File: src/rtl/spi_slave_sync.sv
// Mode-0 SPI slave. The SPI pins are oversampled on CLK, so no logic runs on the SPI clock.
// Receives MSB-first words, shifts a parallel word out on MISO, and mirrors low RX bits to LEDs.
module spi_slave_sync #(
    parameter int unsigned WIDTH    = 8,
    parameter int unsigned LED_BITS = 4
) (
    input  logic                CLK,
    input  logic                RST_N,
    input  logic                SLK,
    input  logic                MOSI,
    input  logic                CS,
    output logic                MISO,
    output logic                MISO_OE,
    input  logic [WIDTH-1:0]    TX_DATA,
    output logic                TX_ACK,
    output logic [WIDTH-1:0]    RX_DATA,
    output logic                RX_VALID,
    output logic                ABORT,
    output logic [LED_BITS-1:0] LED
);
    localparam int unsigned CntW = $clog2(WIDTH);

    typedef enum logic {StIdle, StActive} state_e;

    state_e              state_q, state_d;
    logic [2:0]          slk_sync_q, slk_sync_d;
    logic [2:0]          cs_sync_q, cs_sync_d;
    logic [1:0]          mosi_sync_q, mosi_sync_d;
    logic                slk_rise_q, slk_rise_d;
    logic                slk_fall_q, slk_fall_d;
    logic                cs_fall_q, cs_fall_d;
    logic [CntW-1:0]     bit_cnt_q, bit_cnt_d;
    logic [WIDTH-2:0]    rx_shift_q, rx_shift_d;
    logic [WIDTH-1:0]    tx_shift_q, tx_shift_d;
    logic [WIDTH-1:0]    rx_data_q, rx_data_d;
    logic [LED_BITS-1:0] led_q, led_d;
    logic                word_done_q, word_done_d;
    logic                miso_q, miso_d;
    logic                miso_oe_q, miso_oe_d;
    logic                tx_ack_q, tx_ack_d;
    logic                rx_valid_q, rx_valid_d;
    logic                abort_q, abort_d;
    logic [WIDTH-1:0]    rx_word;

    always_comb begin
        slk_sync_d  = {slk_sync_q[1:0], SLK};
        cs_sync_d   = {cs_sync_q[1:0], CS};
        mosi_sync_d = {mosi_sync_q[0], MOSI};
        // Edge strobes are registered so they line up with the third-stage level of CS.
        slk_rise_d  = slk_sync_q[1] & ~slk_sync_q[2];
        slk_fall_d  = ~slk_sync_q[1] & slk_sync_q[2];
        cs_fall_d   = ~cs_sync_q[1] & cs_sync_q[2];

        rx_word     = {rx_shift_q, mosi_sync_q[1]};
        state_d     = state_q;
        bit_cnt_d   = bit_cnt_q;
        rx_shift_d  = rx_shift_q;
        tx_shift_d  = tx_shift_q;
        rx_data_d   = rx_data_q;
        led_d       = led_q;
        word_done_d = word_done_q;
        tx_ack_d    = 1'b0;
        rx_valid_d  = 1'b0;
        abort_d     = 1'b0;

        unique case (state_q)
            StIdle: begin
                if (cs_fall_q) begin
                    state_d     = StActive;
                    tx_shift_d  = TX_DATA;
                    tx_ack_d    = 1'b1;
                    bit_cnt_d   = '0;
                    rx_shift_d  = '0;
                    word_done_d = 1'b0;
                end
            end
            StActive: begin
                // CS deselect takes priority over any SLK event in the same cycle.
                if (cs_sync_q[2]) begin
                    state_d   = StIdle;
                    abort_d   = (bit_cnt_q != '0);
                    bit_cnt_d = '0;
                end else if (slk_rise_q) begin
                    rx_shift_d = rx_word[WIDTH-2:0];
                    if (bit_cnt_q == CntW'(WIDTH - 1)) begin
                        bit_cnt_d   = '0;
                        rx_data_d   = rx_word;
                        led_d       = rx_word[LED_BITS-1:0];
                        rx_valid_d  = 1'b1;
                        word_done_d = 1'b1;
                    end else begin
                        bit_cnt_d = bit_cnt_q + 1'b1;
                    end
                end else if (slk_fall_q) begin
                    if (bit_cnt_q != '0) begin
                        tx_shift_d = tx_shift_q << 1;
                    end else if (word_done_q) begin
                        tx_shift_d = TX_DATA;
                        tx_ack_d   = 1'b1;
                    end
                end
            end
        endcase

        miso_oe_d = (state_d == StActive);
        miso_d    = (state_d == StActive) & tx_shift_d[WIDTH-1];
    end

    always_ff @(posedge CLK) begin
        if (!RST_N) begin
            state_q     <= StIdle;
            slk_sync_q  <= '0;
            cs_sync_q   <= '0;
            mosi_sync_q <= '0;
            slk_rise_q  <= 1'b0;
            slk_fall_q  <= 1'b0;
            cs_fall_q   <= 1'b0;
            bit_cnt_q   <= '0;
            rx_shift_q  <= '0;
            tx_shift_q  <= '0;
            rx_data_q   <= '0;
            led_q       <= '0;
            word_done_q <= 1'b0;
            miso_q      <= 1'b0;
            miso_oe_q   <= 1'b0;
            tx_ack_q    <= 1'b0;
            rx_valid_q  <= 1'b0;
            abort_q     <= 1'b0;
        end else begin
            state_q     <= state_d;
            slk_sync_q  <= slk_sync_d;
            cs_sync_q   <= cs_sync_d;
            mosi_sync_q <= mosi_sync_d;
            slk_rise_q  <= slk_rise_d;
            slk_fall_q  <= slk_fall_d;
            cs_fall_q   <= cs_fall_d;
            bit_cnt_q   <= bit_cnt_d;
            rx_shift_q  <= rx_shift_d;
            tx_shift_q  <= tx_shift_d;
            rx_data_q   <= rx_data_d;
            led_q       <= led_d;
            word_done_q <= word_done_d;
            miso_q      <= miso_d;
            miso_oe_q   <= miso_oe_d;
            tx_ack_q    <= tx_ack_d;
            rx_valid_q  <= rx_valid_d;
            abort_q     <= abort_d;
        end
    end

    assign MISO     = miso_q;
    assign MISO_OE  = miso_oe_q;
    assign TX_ACK   = tx_ack_q;
    assign RX_DATA  = rx_data_q;
    assign RX_VALID = rx_valid_q;
    assign ABORT    = abort_q;
    assign LED      = led_q;

endmodule

File: config.mk
export PLATFORM = sky130hd
export DESIGN_NAME = spi_slave_sync
export DESIGN_NICKNAME = d
export VERILOG_FILES = /design/src/rtl/spi_slave_sync.sv
export SDC_FILE = /design/constraint.sdc
export NUM_CORES = 1
export LEC_CHECK = 0
export CAP_MARGIN = 15
export CELL_PAD_IN_SITES_DETAIL_PLACEMENT = 1
export CELL_PAD_IN_SITES_GLOBAL_PLACEMENT = 2
export CORE_MARGIN = 5
export CORE_UTILIZATION = 30
export CTS_BUF_LIST = sky130_fd_sc_hd__clkbuf_4
export DETAILED_ROUTE_END_ITERATION = 8
export GPL_ROUTABILITY_DRIVEN = 1
export PLACE_DENSITY_LB_ADDON = 0.05
export RECOVER_POWER = 50
export SYNTH_ARGS = -nofsm -noshare
export SYNTH_HDL_FRONTEND = slang
export SYNTH_SLANG_ARGS = --single-unit
File: constraint.sdc
create_clock -name CLK -period 2 [get_ports CLK]
set_clock_uncertainty 0.2 [all_clocks]
set_input_delay 0.2 -clock CLK [delete_from_list [all_inputs] [get_ports CLK]]
set_output_delay 0.2 -clock CLK [all_outputs]
set_load 0.01 [all_outputs]
# Word-level counts from Yosys, hierarchy flattened
# Index checks and enable logic that the tools add are counted.
[classes]
n_addsub = 1
eq_ne = 9
muxes = 31
bitwise = 11
n_reduce_logical = 8
[op_table]
columns = ["op", "n"]
rows = [
  ["8-bit 2-to-1 mux", 6],
  ["7-bit 2-to-1 mux", 3],
  ["8-bit case mux with 2 select lines", 1],
  ["7-bit case mux with 2 select lines", 1],
  ["1-bit 2-to-1 mux", 12],
  ["3-bit 2-to-1 mux", 4],
  ["2-bit != test (second input constant)", 5],
  ["4-bit AND reduction", 2],
  ["1-bit NOT", 7],
  ["1-bit case mux with 2 select lines", 3],
  ["3-bit case mux with 2 select lines", 1],
  ["3-bit AND reduction", 2],
  ["5-bit AND reduction", 1],
  ["1-bit AND", 4],
  ["4-bit OR reduction", 1],
  ["3-bit by 1-bit adder with 3-bit output (second input constant)", 1],
  ["3-bit == test (second input constant)", 1],
  ["3-bit by 2-bit != test with 1-bit output (second input constant)", 1],
  ["3-bit != test (second input constant)", 1],
  ["3-bit nonzero test", 1],
  ["2-bit by 1-bit != test with 1-bit output (second input constant)", 1],
  ["2-bit AND reduction", 1],
]
[totals]
reg_bits = 47
out_inout_bits = 17
word_cells = 78

# Longest topological paths before layout
[depth]
depth_word = 7
depth_mapped = 7
depth_no_buf = 6

# Least setup slack after synthesis
# OpenSTA, ideal clock, no wires.
[synth_timing]
path_type = "reg2reg"
start = "register bit_cnt_q[0]"
end = "register tx_shift_q[1]"
t_arrival_ns = 1.323
slack_ns = 0.354
stages_incl_launch_ff = 7
n_path_buf = 0
path_cell_list = "dfxtp_1 inv_1 ha_1 or3b_4 a21bo_2 o21ai_0 nor2_1"
[synth_via]
elab_chain_cells = 6
word_cells_on_any_way = 8
classes_between = "eq/ne: 1; mux: 5; reduce/logical: 2"
[synth_lines]
columns = ["item", "line_no", "text"]
rows = [
  ["from (decl)", "32", "logic [CntW-1:0] bit_cnt_q, bit_cnt_d;"],
  ["from (signal assigned)", "137", "bit_cnt_q <= bit_cnt_d;"],
  ["3-bit nonzero test *", "95", "if (bit_cnt_q != '0) begin"],
  ["8-bit 2-to-1 mux", "95", ""],
  ["8-bit 2-to-1 mux", "94", "end else if (slk_fall_q) begin"],
  ["8-bit 2-to-1 mux", "83", "end else if (slk_rise_q) begin"],
  ["8-bit 2-to-1 mux", "79", "if (cs_sync_q[2]) begin"],
  ["8-bit case mux with 2 select lines", "66", "unique case (state_q)"],
  ["to (signal assigned)", "139", "tx_shift_q <= tx_shift_d;"],
  ["to (decl)", "34", "logic [WIDTH-1:0] tx_shift_q, tx_shift_d;"],
]
# Every way passes the cells marked *; elsewhere a longest branch is shown, timed or not. The select of a mux whose other input is x is not followed.
# A chain may end at the register's enable or synchronous reset.

# Final worst setup path
[layout_timing]
start = "register miso_oe_q (netlist: MISO_OE)"
end = "output MISO_OE"
[layout_rtl]
columns = ["item", "line_no", "text"]
rows = [
  ["from (decl)", "39", "logic miso_oe_q, miso_oe_d;"],
  ["from (signal assigned)", "144", "miso_oe_q <= miso_oe_d;"],
  ["to (decl)", "13", "output logic MISO_OE,"],
]
# No word-level cell between the ends.

==> results.cfg <==
[worst_setup_path]
critPathCaptureType = primary output
worstPathRequired_ns = 1.60
path_buf_inv = 1
crit_arrival_ns = 1.45
worstSetupStartpointType = flip-flop
slowest_delay_ns = 0.60
crit_fanout = 9
slowest_stage = clkdlybuf4s50_1
critPathKind = reg -> out
crit_chain = clkdlybuf4s50_1
crit_family = buffers and inverters

[yosys]
synth_seq_area_share_pct = 50.55
synthFlopType = dfxtp_1
synth_compound_gate_area_share_pct = 16.61
synth_top_family_by_area = simple AND/OR/NAND/NOR gates
synthCells = 177
yosys_warnings = 0
synth_cell_types = 33
synth_xor_area_share_pct = 0
synthesis.nets = 193
syn_area_per_cell_um2 = 9.621
synth_edf_count = 0
synth.area.mux_share_pct = 1.837
ys_ff_latch = 43
synthSimpleGateAreaFrac_pct = 23.88
syn_area_mm2 = 0.001703
synth-async-reset-ratio_pct = 0
synth_fa_ha_area_share_pct = 2.204

[floorplan]
ios = 30
fp.dieArea_mm2 = 0.007283
fp.dieW_um = 85.34
start_util_pct = 30.92
coreArea_mm2 = 0.005507
die_h_um = 85.34
rows = 27

[power_and_ir_drop]
p_leak_nw = 0.7427
p_per_area_mw_per_mm2 = 658.8
combPwrFrac_pct = 4.4
p_int_mw = 1.055
netSwitchingPower_mw = 0.3173
p_seq_share_pct = 63.7
irDropWorstVdd_mv = 0.2696
power.share.switching_pct = 23.12
clockPowerShare_pct = 31.9

[clock_network]
clock-sinks = 43
htree_levels = 2
cts_tree = built
worstSkewPairLatency_ns = 0.35
cts_root_buffer = clkbuf_4
cts_hold_buf = 0
cts_max_path_buffers = 2
cts_made_buffers = 5
postCtsSetupRepairBufs = 0
post_cts_resize_count = 0
clkTransAtPathRegs_ns = 0.13

[timing]
slew_viol_final = 0
rsz0062_at_grt = no
finalHoldViolCount = 0
worstMarginPinSlew_ns = 0.5885
post-route-period-util_pct = 92.35
setup_tns_ns = 0
finalSetupViolCount = 0
finalCriticalPeriod_ns = 1.847
relSlewSlack_pct = 60.77
max_freq_mhz = 541.4

[placed_design]
placed_cells = 270
port_buffers = 29
gp_congestion = 0.7452
place_hpwl_mm = 2.748
placed_cell_area_mm2 = 0.002037

[global_route]
grt_pass1_vias = 1367
grt_max_degree = 19
grt_pass1_wl_mm = 6.306
overflow = 0
antenna_found_initial = 0
grtUsageTotal_pct = 10.78

[outcome]
outcome = completed

[route]
via_count = 1296
drc = 0
via_per_inst = 4.662
dr.pass1.iters = 4
wl_mm = 3.697
ant_nets = 0
wl_per_cell_um = 13.30
drt_iter0_markers = 9

[cells_and_area]
area_growth_pct = 22.34
fin_cells = 278
nNetsFinal = 221
utilization_pct = 37.83
antenna_cells = 0
drive_gt1_share_pct = 7.767
final_cell_area_mm2 = 0.002083

[flow_run]
cap_viol_max_count = 0

[min_path]
holdCritPathClass = in -> reg
==> through the flow <==
step / setup slack [ns] / power (mW) / hold slack (ns)
6_report: 0.1530 / 1.373 / 0.2170
5_1_grt: 0.05042 / 1.447 / 0.1978
4_1_cts: 0.1125 / 1.403 / 0.2019
3_5_place_dp: 0.1892 / 0.9586 / 0.2068
3_3_place_gp: 0.2822 / 0.9569 / 0.1926
2_1_floorplan: 0.3543 / 0.9204 / 0.1258
==> power groups by stage <==
stage | Combinational (mW) | Sequential [mW] | Clock (mW)
3_5_place_dp | 0.0651 | 0.893 | 0
2_1_floorplan | 0.0287 | 0.892 | 0
3_3_place_gp | 0.0639 | 0.893 | 0
5_1_grt | 0.0671 | 0.877 | 0.503
6_report | 0.0607 | 0.874 | 0.438
4_1_cts | 0.0657 | 0.875 | 0.463
==> cell usage after synthesis (all sizes together), types with 4 or more instances <==
cell type / number / area [um2]
clkbuf: 4 / 15.01
nand3: 8 / 40.04
a221oi: 6 / 52.55
a21boi: 21 / 161.4
nor2b: 4 / 25.02
dfxtp: 43 / 860.8
nor3b: 5 / 37.54
buf: 8 / 61.30
and2: 10 / 65.06
o21ai: 6 / 30.03
nand2: 30 / 112.6
nor2: 9 / 33.78
==> flip-flops by register name, summed over array words and instances (netlist names), 2 cells and up <==
register	cells
RX_DATA	8
tx_shift_q	8
rx_shift_q	7
bit_cnt_q	3
cs_sync_q	3
slk_sync_q	3
mosi_sync_q	2
==> kinds of logic (layout without fill, tap and decap cells) <==
family | after synthesis | in the layout
DFF | 43 | 43
and+or+nand+nor | 76 | 76
AOI/OAI and AO/OA | 38 | 38
muxes | 3 | 3
adders and majority gates | 3 | 3
buffers and inverters | 14 | 43
==> layer usage <==
metal,track usage [%],share of wire [%]
met5,0,0
met4,4.892,1.4
met3,2.621,3.5
met2,18.43,50
met1,12.66,45
==> final timing paths <==
| check | start | end | slack (ns) | cells after the start |
|---|---|---|---|---|
| min reg2reg | cs_sync_q[1] | cs_fall_q | 0.22 | 1 |
| min | CS | cs_sync_q[0] | 0.22 | 2 |
| max reg2reg | bit_cnt_q[0] | tx_shift_q[6] | 0.19 | 6 |
| max | MISO_OE | MISO_OE | 0.15 | 1 |
==> cell type report <==
class / instances / area, um2
Inverter: 2 / 7.507
Sequential cell: 43 / 860.8
Clock inverter: 2 / 12.51
Fill cell: 647 / 3423
Timing Repair Buffer: 33 / 309.0
Multi-Input combinational cell: 120 / 758.2
Tap cell: 72 / 90.09
Clock buffer: 6 / 45.04
==> cells in the final DEF (no fill, tap or decap) <==
cell,n
dfxtp_1,43
nand2_1,30
clkdlybuf4s50_1,26
a21boi_0,17
nor2_1,9
nand3_1,8
and2_1,6
a221oi_1,6
o21ai_0,6
clkbuf_4,6
nor3b_1,5
nor2b_1,4
and2_0,3
a21boi_1,3
ha_1,3
dlygate4sd3_1,3
clkbuf_1,3
inv_1,2
nand2b_1,2
and3b_1,2
nand3b_1,2
mux2i_1,2
nand2b_4,1
and4bb_4,1
and2_4,1
or3b_4,1
a21boi_2,1
a21bo_2,1
a32o_1,1
o22ai_1,1
o21a_1,1
a21oi_1,1
mux2_2,1
and3_1,1
clkinvlp_4,1
clkinv_2,1
buf_4,1
Power figures use the tool's default switching activity.
